### src/rtl/if_id_pipeline_reg.sv
// IF/ID pipeline register: latches the fetched instruction, its PC and the sequential next PC.
// Supports stall, bubble insertion and a valid flag, and pre-splits the instruction into MIPS fields.
module if_id_pipeline_reg #(
    parameter int                 WIDTH     = 32,
    parameter logic [WIDTH-1:0]   RESET_PC  = 32'h0000_3000,
    parameter logic [WIDTH-1:0]   NOP_INSTR = 32'h0000_0000
) (
    input  logic             clk,
    input  logic             reset,
    input  logic [WIDTH-1:0] instr,
    input  logic [WIDTH-1:0] PC,
    input  logic [WIDTH-1:0] next_PC,
    input  logic             EN,
    input  logic             flush,
    output logic [WIDTH-1:0] next_instr,
    output logic [WIDTH-1:0] D_PC,
    output logic [WIDTH-1:0] D_next_PC,
    output logic             D_valid,
    output logic [5:0]       D_opcode,
    output logic [4:0]       D_rs,
    output logic [4:0]       D_rt,
    output logic [4:0]       D_rd,
    output logic [4:0]       D_shamt,
    output logic [5:0]       D_funct,
    output logic [15:0]      D_imm16,
    output logic [25:0]      D_imm26
);

    localparam logic [WIDTH-1:0] RESET_NEXT_PC = RESET_PC + WIDTH'(4);

    // Update priority at each rising edge: flush loads a bubble regardless of EN;
    // otherwise EN=1 captures the IF-stage values and EN=0 holds everything (stall).
    always_ff @(posedge clk or posedge reset) begin
        if (reset) begin
            next_instr <= NOP_INSTR;
            D_PC       <= RESET_PC;
            D_next_PC  <= RESET_NEXT_PC;
            D_valid    <= 1'b0;
        end else if (flush) begin
            next_instr <= NOP_INSTR;
            D_PC       <= RESET_PC;
            D_next_PC  <= RESET_NEXT_PC;
            D_valid    <= 1'b0;
        end else if (EN) begin
            next_instr <= instr;
            D_PC       <= PC;
            D_next_PC  <= next_PC;
            D_valid    <= 1'b1;
        end
    end

    // Decoder fields are plain slices of the registered word, so they track it with no extra delay.
    assign D_opcode = next_instr[31:26];
    assign D_rs     = next_instr[25:21];
    assign D_rt     = next_instr[20:16];
    assign D_rd     = next_instr[15:11];
    assign D_shamt  = next_instr[10:6];
    assign D_funct  = next_instr[5:0];
    assign D_imm16  = next_instr[15:0];
    assign D_imm26  = next_instr[25:0];

endmodule

### config.mk
export PLATFORM = sky130hd
export DESIGN_NAME = if_id_pipeline_reg
export DESIGN_NICKNAME = d
export VERILOG_FILES = /design/src/rtl/if_id_pipeline_reg.sv
export SDC_FILE = /design/constraint.sdc
export NUM_CORES = 1
export LEC_CHECK = 0
export CAP_MARGIN = 15
export CORE_UTILIZATION = 42
export CTS_BUF_LIST = sky130_fd_sc_hd__clkbuf_8
export DETAILED_ROUTE_END_ITERATION = 6
export PLACE_DENSITY = 0.89
export REMOVE_ABC_BUFFERS = 1
export SLEW_MARGIN = 20
export SYNTH_ARGS = -nofsm -noshare
export SYNTH_HDL_FRONTEND = slang
export SYNTH_SLANG_ARGS = --single-unit
export TNS_END_PERCENT = 100
### constraint.sdc
create_clock -name clk -period 9.8 [get_ports clk]
set_clock_uncertainty 0.05 [all_clocks]
set_input_delay 1.96 -clock clk [delete_from_list [all_inputs] [get_ports clk]]
set_output_delay 1.96 -clock clk [all_outputs]
set_load 0.01 [all_outputs]
Word level (Yosys, flattened, before mapping)
Index checks and enable logic that the tools add are counted.
{"block": "word_totals", "reg_bits": 97, "inputBits": 100}
{"block": "op_classes", "muxes": 8, "n_reduce_logical": 1}
{"cell": "$mux W32", "n": 6}
{"cell": "$mux W1", "n": 2}
{"cell": "$reduce_bool A2 Y1", "n": 1}

Logic depth before layout (Yosys ltp)
{"block": "logic_depth", "word_depth": 2, "ltp_mapped": 4, "depth_no_buf": 2}

Worst setup path after synthesis
Ideal clock, no wire load.
{"block": "synth_path", "path_kind": "input to register", "start": "input port flush", "end": "register D_PC[10]", "setup_ns": 0.121, "arrival_ns": 2.505, "required_time_ns": 9.629, "slack_ns": 7.124, "stages": 4, "path_buffers": 3, "cell_sequence": "buf_2 -> buf_2 -> buf_2 -> nor2_1"}
{"block": "synth_between", "elab_chain_len": 1, "word_cells_on_any_way": 2, "classes_between": "mux (1); reduce/logical (1)"}
{"element": "start, declared", "line_no": "14", "text": "input logic flush,"}
{"element": "$mux W32 / $reduce_bool A2 Y1 (equally long branches)"}
{"element": "end signal, assigned", "line_no": "36", "text": "D_PC <= RESET_PC;"}
{"element": "end signal, assigned", "line_no": "41", "text": "D_PC <= RESET_PC;"}
{"element": "end signal, assigned", "line_no": "46", "text": "D_PC <= PC;"}
{"element": "end, declared", "line_no": "16", "text": "output logic [WIDTH-1:0] D_PC,"}
Parallel ways exist; a longest one is shown, timed or not.
A chain may end at the register's enable or synchronous reset.

Worst setup path after layout
{"block": "layout_path", "start": "input port EN", "end": "register next_instr[13]"}
{"block": "layout_between", "elab_chain_len": 1}
{"element": "start, declared", "line_no": "13", "text": "input logic EN,"}
{"element": "$reduce_bool A2 Y1 (no line)"}
{"element": "end signal, assigned", "line_no": "45", "text": "next_instr <= instr;"}
{"element": "end, declared", "line_no": "15", "text": "output logic [WIDTH-1:0] next_instr,"}
No other way between the ends.

==> results.cfg <==
[run_status]
status = complete, no violations

[sta]
worst_slack_ns = 6.16
worst_slew_pin_slew_ns = 1.00
fin_crit_sh_pct = 37.1
fin_crit_ns = 3.64
final.setup.tns_ns = 0
finalSetupViolations = 0
maxSlewViolCount = 0
rsz0062_at_grt = false
slew_headroom_pct = 33.0
finalHoldViolCount = 0
clock.fmax_ghz = 0.275

[logic_synthesis]
postSynthAreaPerCell_um2 = 11.7
synth_cell_types = 12
yosysWarnings = 0
ys_seq_area_share_pct = 53.5
ys_seq_elements = 97
synth_cells = 388
synth_area_um2 = 4550

[placement]
dp_hpwl_um = 8130
dp_slack_ns = 5.79
globalplace.congestion = 0.766
port_buffers = 270

[clock_network]
cts_resized = 0
cts_tree = built
cts_buffer_depth = 2
clockRootBuffer = clkbuf_8
cts-buffers-inserted = 9
htree_num_levels = 3
cts_setup_buffers = 0
path_clk_slew_ns = 0.09
insertion_delay_ns = 0.34
holdBufCountCts = 0
cts_sinks = 97

[die]
die_w_um = 106
die_area_um2 = 11300
fp-row-count = 37
ioPinCount = 271
start_util_pct = 43.7
core_um2 = 10400
chipHeight_um = 106

[drt]
drtPass1Iterations = 4
vias = 3345
drt_iter0_drc = 112
via_per_inst = 4.67
route.detailed.wl_per_inst_um = 15.4
route.detailed.drc = 0
wirelength_um = 11100
antenna_left = 0

[global_route]
gr-total-overflow = 0
grt_pass1_vias = 3293
grt_pass1_wl_um = 17100
grt_max_degree = 98
grt_use_total_pct = 19.3
antenna_found_initial = 0

[layout]
drive_above_1_share_pct = 4.48
final_net_count = 676
syn_to_final_growth_pct = 50.9
fillers = 779
antenna_cells = 0

[setup_path]
crit_slowest_cell = buf_4
timing.critical_path.mode_cell = buf_4
critPathLaunchType = input pin
crit_fanout = 54
crit_path_cell_trace = buf_4 -> buf_4 -> mux2i_1 -> nor2_1
critPathRequiredTime_ns = 9.94
crit_path_max_incr_delay_ns = 0.79
cpLargestDelayFamily = buffers and inverters
crit_buf_inv = 2
crit_arrival_ns = 3.78
critPathCaptureType = flop
path_class = input pin to flop

[power_and_ir_drop]
pwr_density_cell_nw_per_um2 = 132
ir_drop_mv = 0.0832
p_leak_nw = 3.13

[run]
cap_violations = 0

[hold_path]
hold_class = flop to flop
-- registers in the layout (all words and copies together), names as in the netlist --
name / flops
D_PC: 32
D_next_PC: 32
D_valid: 1
next_instr: 32
-- worst reg2reg max path, delay by kind of cell, from the launching register on --
family / cells / cell delay (ns)
AND/OR/NAND/NOR: 1 / 0.12
AO/OA/AOI/OAI: 1 / 0.30
flip-flops: 1 / 0.38
-- layer usage --
metal  global-route usage [%]  up-vias  wire length (µm)
li1                         -     1560                 -
met1                     23.1     1621              4460
met2                     34.0      154              5710
met3                     4.23       10               770
met4                     6.65        0               134
met5                        0        -                 0
-- cell usage after synthesis --
master / count / area [µm²]
nor2_1: 93 / 349
buf_4: 74 / 556
mux2i_1: 91 / 911
a211o_1: 5 / 43.8
dfstp_2: 5 / 131
inv_1: 1 / 3.75
nor2b_1: 5 / 31.3
buf_12: 6 / 120
dfrtp_1: 92 / 2300
buf_6: 5 / 56.3
clkbuf_1: 6 / 22.5
buf_2: 5 / 25.0
-- power breakdown --
part / leakage, nW / internal (mW) / switching [mW]
Combinational: 1.76 / 0.124 / 0.0799
Clock: 0.107 / 0.131 / 0.133
Sequential: 1.27 / 0.424 / 0.0175
Total: 3.13 / 0.679 / 0.230
-- cell usage in the layout (no fill, tap or decap), types with 4 or more instances in the layout --
| cell | instances |
|---|---|
| mux2i_1 | 91 |
| nor2b_1 | 5 |
| nor2_1 | 93 |
| buf_4 | 4 |
| clkdlybuf4s50_1 | 268 |
| dfrtp_1 | 92 |
| clkbuf_8 | 11 |
| dfstp_2 | 5 |
| a211o_1 | 5 |
-- through the flow --
step	cells	hold slack (ns)	utilization [%]	total power [mW]	area, µm²
2_1_floorplan	292	0.470	-	0.507	3770
3_3_place_gp	701	0.429	64.0	0.650	6660
3_5_place_dp	701	0.434	64.0	0.655	6660
4_1_cts	717	0.455	65.9	0.921	6870
5_1_grt	717	0.502	65.9	0.948	6870
6_report	717	0.451	65.9	0.909	6870
-- kinds of logic after synthesis --
| family | Yosys count | synth area share [%] |
|---|---|---|
| and+or+nand+nor | 98 | 8.36 |
| DFF | 97 | 53.5 |
| buffers and inverters | 97 | 17.2 |
| muxes | 91 | 20.0 |
| AOI/OAI and AO/OA | 5 | 0.962 |
-- final cells by class --
class	instances	area (µm²)	area share, %
Timing Repair Buffer	273	2720	39.6
Sequential cell	97	2430	35.4
Clock inverter	5	55.1	0.801
Multi-Input combinational cell	194	1340	19.4
Inverter	1	6.26	0.0911
Tap cell	136	170	2.48
Clock buffer	11	151	2.20
-- final timing paths --
path | start | to | slack [ns] | depth (start not counted)
setup / recovery | EN | next_instr[13] | 6.16 | 4
hold / removal | D_valid | D_valid | 0.45 | 2
setup reg to reg | D_PC[13] | D_PC[13] | 8.89 | 2
hold reg to reg | D_valid | D_valid | 0.45 | 2
max in group asynchronous | reset | D_next_PC[17] | 6.66 | 3
min in group asynchronous | reset | next_instr[27] | 1.93 | 2
No activity file was read; power rests on OpenSTA's default activity.
